File: src/rtl/axi_wr_arbiter_2to1_if.sv
// AXI4 write-path bundle (AW/W/B) carrying N packed ports side by side.
// The arbiter sees its two upstream masters through the slave modport (N=2)
// and drives the downstream memory-mapped slave through the master modport (N=1).
interface axi_wr_arbiter_2to1_if #(
    parameter int N          = 1,
    parameter int ADDR_WIDTH = 16,
    parameter int DATA_WIDTH = 32
);
    logic [N*ADDR_WIDTH-1:0] AWADDR;
    logic [N*8-1:0]          AWLEN;
    logic [N*3-1:0]          AWSIZE;
    logic [N-1:0]            AWVALID;
    logic [N-1:0]            AWREADY;
    logic [N*DATA_WIDTH-1:0] WDATA;
    logic [N-1:0]            WLAST;
    logic [N-1:0]            WVALID;
    logic [N-1:0]            WREADY;
    logic [N*2-1:0]          BRESP;
    logic [N-1:0]            BVALID;
    logic [N-1:0]            BREADY;

    // Issuer of write transactions.
    modport master (
        output AWADDR, AWLEN, AWSIZE, AWVALID,
        input  AWREADY,
        output WDATA, WLAST, WVALID,
        input  WREADY,
        input  BRESP, BVALID,
        output BREADY
    );

    // Receiver of write transactions.
    modport slave (
        input  AWADDR, AWLEN, AWSIZE, AWVALID,
        output AWREADY,
        input  WDATA, WLAST, WVALID,
        output WREADY,
        output BRESP, BVALID,
        input  BREADY
    );
endinterface

File: src/rtl/axi_wr_arbiter_2to1.sv
// Two-master to one-slave AXI4 write arbiter. A master owns the slave for a
// whole AW -> W burst -> B transaction, then ownership alternates round-robin.
// Slave WLAST is regenerated from a beat counter; master WLAST is only checked.
module axi_wr_arbiter_2to1 #(
    parameter int ADDR_WIDTH = 16,
    parameter int DATA_WIDTH = 32
) (
    input  logic                      clk,
    input  logic                      ARESET,
    axi_wr_arbiter_2to1_if.slave      m_if,
    axi_wr_arbiter_2to1_if.master     s_if,
    output logic                      grant,
    output logic                      busy,
    output logic                      wlast_err
);

    typedef enum logic [1:0] {IDLE, ADDR, DATA, RESP} state_t;

    state_t     r_state, w_state_nxt;
    logic       r_grant, w_grant_nxt;
    logic       r_rr_ptr, w_rr_ptr_nxt;
    logic [7:0] r_beat_cnt, w_beat_cnt_nxt;
    logic [7:0] r_len_q, w_len_q_nxt;
    logic       r_wlast_err, w_wlast_err_nxt;
    logic       r_busy;

    logic       w_last_beat;
    logic       w_m_awvalid, w_m_wvalid, w_m_wlast, w_m_bready;
    logic [7:0] w_m_awlen;
    logic       w_s_awvalid, w_s_wvalid, w_s_wlast, w_s_bready;
    logic [1:0] w_m_awready, w_m_wready, w_m_bvalid;

    // Granted master's controls; payloads are muxed straight to the slave below.
    assign w_m_awvalid = r_grant ? m_if.AWVALID[1] : m_if.AWVALID[0];
    assign w_m_wvalid  = r_grant ? m_if.WVALID[1]  : m_if.WVALID[0];
    assign w_m_wlast   = r_grant ? m_if.WLAST[1]   : m_if.WLAST[0];
    assign w_m_bready  = r_grant ? m_if.BREADY[1]  : m_if.BREADY[0];
    assign w_m_awlen   = r_grant ? m_if.AWLEN[15:8] : m_if.AWLEN[7:0];
    assign w_last_beat = (r_beat_cnt == r_len_q);

    // Next-state, arbitration and handshake routing for the transaction FSM.
    always_comb begin
        w_state_nxt     = r_state;
        w_grant_nxt     = r_grant;
        w_rr_ptr_nxt    = r_rr_ptr;
        w_beat_cnt_nxt  = r_beat_cnt;
        w_len_q_nxt     = r_len_q;
        w_wlast_err_nxt = 1'b0;
        w_s_awvalid     = 1'b0;
        w_s_wvalid      = 1'b0;
        w_s_wlast       = 1'b0;
        w_s_bready      = 1'b0;
        w_m_awready     = 2'b00;
        w_m_wready      = 2'b00;
        w_m_bvalid      = 2'b00;
        case (r_state)
            IDLE: begin
                if (m_if.AWVALID == 2'b01) begin
                    w_grant_nxt = 1'b0;
                    w_state_nxt = ADDR;
                end else if (m_if.AWVALID == 2'b10) begin
                    w_grant_nxt = 1'b1;
                    w_state_nxt = ADDR;
                end else if (m_if.AWVALID == 2'b11) begin
                    w_grant_nxt = r_rr_ptr;
                    w_state_nxt = ADDR;
                end else begin
                    w_state_nxt = IDLE;
                end
            end
            ADDR: begin
                w_s_awvalid          = w_m_awvalid;
                w_m_awready[r_grant] = s_if.AWREADY[0];
                if (w_m_awvalid && s_if.AWREADY[0]) begin
                    w_len_q_nxt    = w_m_awlen;
                    w_beat_cnt_nxt = 8'd0;
                    w_state_nxt    = DATA;
                end else begin
                    w_state_nxt = ADDR;
                end
            end
            DATA: begin
                w_s_wvalid          = w_m_wvalid;
                w_s_wlast           = w_last_beat;
                w_m_wready[r_grant] = s_if.WREADY[0];
                if (w_m_wvalid && s_if.WREADY[0]) begin
                    // Counter wraps only on the final beat of a 256-beat burst,
                    // at the same edge the FSM leaves DATA.
                    w_beat_cnt_nxt  = r_beat_cnt + 8'd1;
                    w_wlast_err_nxt = (w_m_wlast != w_last_beat);
                    if (w_last_beat) begin
                        w_state_nxt = RESP;
                    end else begin
                        w_state_nxt = DATA;
                    end
                end else begin
                    w_state_nxt = DATA;
                end
            end
            RESP: begin
                w_s_bready          = w_m_bready;
                w_m_bvalid[r_grant] = s_if.BVALID[0];
                if (s_if.BVALID[0] && w_m_bready) begin
                    w_rr_ptr_nxt = ~r_grant;
                    w_state_nxt  = IDLE;
                end else begin
                    w_state_nxt = RESP;
                end
            end
            default: begin
                w_state_nxt = IDLE;
            end
        endcase
    end

    // State and bookkeeping registers; reset aborts any transaction in flight.
    always_ff @(posedge clk) begin
        if (ARESET) begin
            r_state     <= IDLE;
            r_grant     <= 1'b0;
            r_rr_ptr    <= 1'b0;
            r_beat_cnt  <= 8'd0;
            r_len_q     <= 8'd0;
            r_wlast_err <= 1'b0;
            r_busy      <= 1'b0;
        end else begin
            r_state     <= w_state_nxt;
            r_grant     <= w_grant_nxt;
            r_rr_ptr    <= w_rr_ptr_nxt;
            r_beat_cnt  <= w_beat_cnt_nxt;
            r_len_q     <= w_len_q_nxt;
            r_wlast_err <= w_wlast_err_nxt;
            r_busy      <= (w_state_nxt != IDLE);
        end
    end

    assign grant     = r_grant;
    assign busy      = r_busy;
    assign wlast_err = r_wlast_err;

    assign s_if.AWADDR  = r_grant ? m_if.AWADDR[2*ADDR_WIDTH-1:ADDR_WIDTH] : m_if.AWADDR[ADDR_WIDTH-1:0];
    assign s_if.AWLEN   = w_m_awlen;
    assign s_if.AWSIZE  = r_grant ? m_if.AWSIZE[5:3] : m_if.AWSIZE[2:0];
    assign s_if.AWVALID = w_s_awvalid;
    assign s_if.WDATA   = r_grant ? m_if.WDATA[2*DATA_WIDTH-1:DATA_WIDTH] : m_if.WDATA[DATA_WIDTH-1:0];
    assign s_if.WLAST   = w_s_wlast;
    assign s_if.WVALID  = w_s_wvalid;
    assign s_if.BREADY  = w_s_bready;

    assign m_if.AWREADY = w_m_awready;
    assign m_if.WREADY  = w_m_wready;
    assign m_if.BVALID  = w_m_bvalid;
    assign m_if.BRESP   = {2{s_if.BRESP}};

endmodule

File: src/flat_wrapper.sv
// flat-port wrapper written by rule: the top's interface ports become plain ports
module axi_wr_arbiter_2to1_flat 
#(
    parameter int ADDR_WIDTH = 16,
    parameter int DATA_WIDTH = 32
)
  (clk, ARESET, grant, busy, wlast_err, m_if_AWADDR, m_if_AWLEN, m_if_AWSIZE, m_if_AWVALID, m_if_AWREADY, m_if_WDATA, m_if_WLAST, m_if_WVALID, m_if_WREADY, m_if_BRESP, m_if_BVALID, m_if_BREADY, s_if_AWADDR, s_if_AWLEN, s_if_AWSIZE, s_if_AWVALID, s_if_AWREADY, s_if_WDATA, s_if_WLAST, s_if_WVALID, s_if_WREADY, s_if_BRESP, s_if_BVALID, s_if_BREADY);
  axi_wr_arbiter_2to1_if #(.N(2), .ADDR_WIDTH(ADDR_WIDTH), .DATA_WIDTH(DATA_WIDTH)) m_if_i ();
  axi_wr_arbiter_2to1_if #(.N(1), .ADDR_WIDTH(ADDR_WIDTH), .DATA_WIDTH(DATA_WIDTH)) s_if_i ();
  input  logic clk;
  input  logic ARESET;
  output logic grant;
  output logic busy;
  output logic wlast_err;
  input wire logic [$bits(m_if_i.AWADDR)-1:0] m_if_AWADDR;
  input wire logic [$bits(m_if_i.AWLEN)-1:0] m_if_AWLEN;
  input wire logic [$bits(m_if_i.AWSIZE)-1:0] m_if_AWSIZE;
  input wire logic [$bits(m_if_i.AWVALID)-1:0] m_if_AWVALID;
  output wire logic [$bits(m_if_i.AWREADY)-1:0] m_if_AWREADY;
  input wire logic [$bits(m_if_i.WDATA)-1:0] m_if_WDATA;
  input wire logic [$bits(m_if_i.WLAST)-1:0] m_if_WLAST;
  input wire logic [$bits(m_if_i.WVALID)-1:0] m_if_WVALID;
  output wire logic [$bits(m_if_i.WREADY)-1:0] m_if_WREADY;
  output wire logic [$bits(m_if_i.BRESP)-1:0] m_if_BRESP;
  output wire logic [$bits(m_if_i.BVALID)-1:0] m_if_BVALID;
  input wire logic [$bits(m_if_i.BREADY)-1:0] m_if_BREADY;
  output wire logic [$bits(s_if_i.AWADDR)-1:0] s_if_AWADDR;
  output wire logic [$bits(s_if_i.AWLEN)-1:0] s_if_AWLEN;
  output wire logic [$bits(s_if_i.AWSIZE)-1:0] s_if_AWSIZE;
  output wire logic [$bits(s_if_i.AWVALID)-1:0] s_if_AWVALID;
  input wire logic [$bits(s_if_i.AWREADY)-1:0] s_if_AWREADY;
  output wire logic [$bits(s_if_i.WDATA)-1:0] s_if_WDATA;
  output wire logic [$bits(s_if_i.WLAST)-1:0] s_if_WLAST;
  output wire logic [$bits(s_if_i.WVALID)-1:0] s_if_WVALID;
  input wire logic [$bits(s_if_i.WREADY)-1:0] s_if_WREADY;
  input wire logic [$bits(s_if_i.BRESP)-1:0] s_if_BRESP;
  input wire logic [$bits(s_if_i.BVALID)-1:0] s_if_BVALID;
  output wire logic [$bits(s_if_i.BREADY)-1:0] s_if_BREADY;
  assign m_if_i.AWADDR = m_if_AWADDR;
  assign m_if_i.AWLEN = m_if_AWLEN;
  assign m_if_i.AWSIZE = m_if_AWSIZE;
  assign m_if_i.AWVALID = m_if_AWVALID;
  assign m_if_AWREADY = m_if_i.AWREADY;
  assign m_if_i.WDATA = m_if_WDATA;
  assign m_if_i.WLAST = m_if_WLAST;
  assign m_if_i.WVALID = m_if_WVALID;
  assign m_if_WREADY = m_if_i.WREADY;
  assign m_if_BRESP = m_if_i.BRESP;
  assign m_if_BVALID = m_if_i.BVALID;
  assign m_if_i.BREADY = m_if_BREADY;
  assign s_if_AWADDR = s_if_i.AWADDR;
  assign s_if_AWLEN = s_if_i.AWLEN;
  assign s_if_AWSIZE = s_if_i.AWSIZE;
  assign s_if_AWVALID = s_if_i.AWVALID;
  assign s_if_i.AWREADY = s_if_AWREADY;
  assign s_if_WDATA = s_if_i.WDATA;
  assign s_if_WLAST = s_if_i.WLAST;
  assign s_if_WVALID = s_if_i.WVALID;
  assign s_if_i.WREADY = s_if_WREADY;
  assign s_if_i.BRESP = s_if_BRESP;
  assign s_if_i.BVALID = s_if_BVALID;
  assign s_if_BREADY = s_if_i.BREADY;
  axi_wr_arbiter_2to1 #(.ADDR_WIDTH(ADDR_WIDTH), .DATA_WIDTH(DATA_WIDTH)) u_core (.clk(clk), .ARESET(ARESET), .m_if(m_if_i), .s_if(s_if_i), .grant(grant), .busy(busy), .wlast_err(wlast_err));
endmodule
File: config.mk
export PLATFORM = sky130hd
export DESIGN_NAME = axi_wr_arbiter_2to1_flat
export DESIGN_NICKNAME = d
export VERILOG_FILES = /design/src/rtl/axi_wr_arbiter_2to1_if.sv /design/src/rtl/axi_wr_arbiter_2to1.sv /design/src/flat_wrapper.sv
export SDC_FILE = /design/constraint.sdc
export NUM_CORES = 1
export LEC_CHECK = 0
export ABC_AREA = 1
export CORE_MARGIN = 4
export CORE_UTILIZATION = 33
export CTS_CLUSTER_DIAMETER = 200
export DETAILED_ROUTE_END_ITERATION = 6
export PLACE_DENSITY = 0.95
export SETUP_SLACK_MARGIN = 0.05
export SYNTH_ARGS = -nofsm -noshare
export SYNTH_HDL_FRONTEND = slang
export SYNTH_SLANG_ARGS = --single-unit
File: constraint.sdc
create_clock -name clk -period 2.15 [get_ports clk]
set_input_delay 0.645 -clock clk [delete_from_list [all_inputs] [get_ports clk]]
set_output_delay 0.645 -clock clk [all_outputs]
set_load 0.005 [all_outputs]
==> run_results.csv <==
group,metric,value,unit
place,place_congestion,0.9613,
timing,finalMaxSlewViolations,0,
place,post-dp-hpwl,8850,µm
cells_and_area,final_cell_mix,"nand2_1 (237), clkdlybuf4s50_1 (124), buf_4 (38), inv_1 (27), clkbuf_2 (27)",
synth,netlist_area,2120,µm²
cells_and_area,fin_nets,774,
cts,numCtsBuffers,3,
critical_path,critPathLaunchType,"input port",
critical_path,cp_cell_sequence,"clkdlybuf4s50_1, nand2_1, nand2_1, clkdlybuf4s15_1",
grt,grt_util_met3,0.05362,
synth,ys_async_sr_fraction,0,
synth,syn_inst,406,
synth,ys_seq_elements,22,
synth,synth_enable_flop_cells,0,
grt,grt_max_degree,33,
detailed_routing,drc,0,
synth,synth_top_cell_by_area,"nand2_1",
cts,ctsHtreeMaxLevel,1,
critical_path,cp_top_family,"buffers and inverters",
timing,final-setup-viol-count,0,
detailed_routing,wl_per_cell,14.91,µm
timing,hold_violations,0,
cts,cts_sinks,22,
cts,cts.path.max_buffers,2,
synth,ys_types,25,
timing,maxSlewHeadroom,0.7718,
timing,fin_ws,60.94,ps
floorplanning,rows,28,
floorplanning,ios,209,
synth,ys_seq_area_frac,0.2078,
detailed_routing,post_drt_via_cell_ratio,4.760,
min_path,hp-class,"reg2reg",
grt,grt_antenna_before_repair,1,
cells_and_area,fin_area,4302,µm²
place,placed_area,4434,µm²
timing,period_needed,2089,ps
grt,grt_usage,0.2651,
pwr,comb_power_share,0.521,
pwr,p_leak,2.147,nW
timing,period_share,0.9717,
detailed_routing,vias,3375,
place,pre_cts_slack,-530.2,ps
grt,grt_pass1_wl,16020,µm
critical_path,crit_fanout,1,
detailed_routing,ant_nets,0,
critical_path,worst-path-buf-inv,2,
synth,yosys_warnings,0,
synth,yosys.area.top_type_share,0.4339,
floorplanning,die_area,7769,µm²
critical_path,cp_data_required_time,1500,ps
pwr,powerDensity,339.1,nW/µm²
synth,syn-num-nets,545,
timing,tightest_slew,342.3,ps
critical_path,cp_slowest_stage_delay,450,ps
critical_path,path_common_cell,"nand2_1",
pwr,vdd.ir_drop.worst,0.0002557,V
synth,synthFlopType,"dfxtp_1",
critical_path,arrival,1440,ps
detailed_routing,drt_iter0_drc,208,
cells_and_area,finish.utilization,0.7097,
timing,rsz0062_at_grt,"no",
job,drv_cap,0,
cts,path_clk_slew,80,ps
critical_path,cp-end-kind,"output port",
pwr,power_frac_seq,0.300,
grt,gr-total-overflow,0,
cells_and_area,syn2layout_area_growth,103.0,%
grt,met2_usage,0.4938,
place,io_buffers,202,
pwr,power_frac_clock,0.179,
cts,hold_buffers,0,
detailed_routing,dr.pass1.iters,5,
synth,synth.avg_cell_area,5.221,µm²
status,status,"complete, no violations",
cells_and_area,layout-drive-gt1-share,0.1991,
floorplanning,fp.dieW,88.14,µm
synth,synth.area.top_cells,"nand2_1 (43%), dfxtp_1 (21%), a21oi_1 (5.0%)",
cts,root_buffer,"clkbuf_8",
critical_path,r2r_setup_slack,180,ps
cts,clock_latency,260,ps
timing,fin_skew,2.261,ps
pwr,p_sw_frac,0.3218,
grt,grt_pass1_vias,3228,
pwr,power.internal,989.4,µW
pwr,p_total,1.459,mW
pwr,p_sw,469.5,µW
floorplanning,initial_utilization,0.3497,
cells_and_area,final_common_cell,"nand2_1",
timing,fmax,478.7,MHz
critical_path,slowest_stage,"clkdlybuf4s50_1",
timing,tns,0,ps
grt,top_usage_layer,"met2",
floorplanning,coreArea,6061,µm²
cells_and_area,nFillCells,508,
detailed_routing,drt_wl_total,10570,µm
grt,grt_use_met1,0.2856,
floorplanning,die_y,88.14,µm
critical_path,critical_path_class,"in2out",
cts,cts_tree,"done",
==> synthesized netlist by cell type, types with 2 or more instances <==
cell / n
a21oi_1: 21
buf_2: 8
buf_4: 10
dfxtp_1: 22
ha_1: 6
inv_1: 27
nand2_1: 245
nand3_1: 9
nand3_2: 2
nand4_1: 3
nor2_1: 25
nor3b_1: 2
o21ai_0: 9
o21ai_1: 2
o21ai_2: 2
xnor2_1: 4
==> kinds of logic (layout without fill, tap and decap cells) <==
kind of cell | Yosys count | after routing | share of synthesized area
buf+inv | 49 | 276 | 0.1127
compound gates | 35 | 35 | 0.08737
fa+ha+maj | 6 | 6 | 0.03542
other cells | 0 | 1 | 0
simple gates | 289 | 289 | 0.5360
xor+xnor | 5 | 5 | 0.02066
flops | 22 | 22 | 0.2078
==> final timing paths <==
path,start,depth (start not counted),end
worst max-delay path,m_if_AWADDR[19],4,s_if_AWADDR[3]
worst min register to register,u_core.r_len_q[7],2,u_core.r_len_q[7]
worst max register to register,u_core.grant,12,u_core.r_beat_cnt[3]
worst min-delay path,u_core.r_len_q[7],2,u_core.r_len_q[7]
==> per-layer routing <==
| metal | up-vias | wire [µm] |
|---|---|---|
| met5 | - | 0 |
| met1 | 1482 | 3793 |
| met2 | 163 | 5348 |
| met3 | 39 | 920 |
| li1 | 1691 | - |
| met4 | 0 | 507 |
==> power by group through the flow <==
stage | Combinational, mW | Sequential (mW) | Clock [mW]
final | 0.760 | 0.438 | 0.261
after global routing | 0.830 | 0.440 | 0.277
after CTS | 0.785 | 0.438 | 0.256
after detailed placement | 0.832 | 0.447 | 0
after global placement | 0.812 | 0.447 | 0
after floorplan | 0.264 | 0.444 | 0
==> flip-flops by register name (all words and copies together) (netlist names) <==
register           cells
u_core.r_len_q         8
u_core.r_beat_cnt      8
u_core.r_state         2
u_core.r_rr_ptr        1
u_core.grant           1
u_core.busy            1
u_core.wlast_err       1
==> timing repair <==
item,in CTS,in global routing
gates resized for setup,174,69
hold endpoints to repair,0,0
cloned,0,0
setup endpoints to repair,69,56
pin swaps,12,9
setup buffers,5,0
==> per-stage QoR <==
stage / hold slack [ps] / instances
6_report: 462.5 / 709
5_1_grt: 494.9 / 709
4_1_cts: 467.8 / 708
3_5_place_dp: 456.0 / 700
3_3_place_gp: 446.4 / 700
2_1_floorplan: 436.1 / 406
==> cell type report <==
type                       count  area [µm²]  area share
timing repair buffer         244        2126      0.4942
multi-input combinational    335        1481      0.3444
sequential                    22       446.7      0.1038
inverter                      29       110.1     0.02560
tap                           75       93.84     0.02181
clock buffer                   3       41.29    0.009599
antenna                        1       2.502   0.0005817
==> tightest hold or removal path: cells and delay by family (launching register included) <==
family | cells | cell delay, ps
buffers and inverters | 1 | 50
flip-flops | 1 | 320
AO/OA/AOI/OAI | 1 | 50
(Power assumes the default switching activity.)
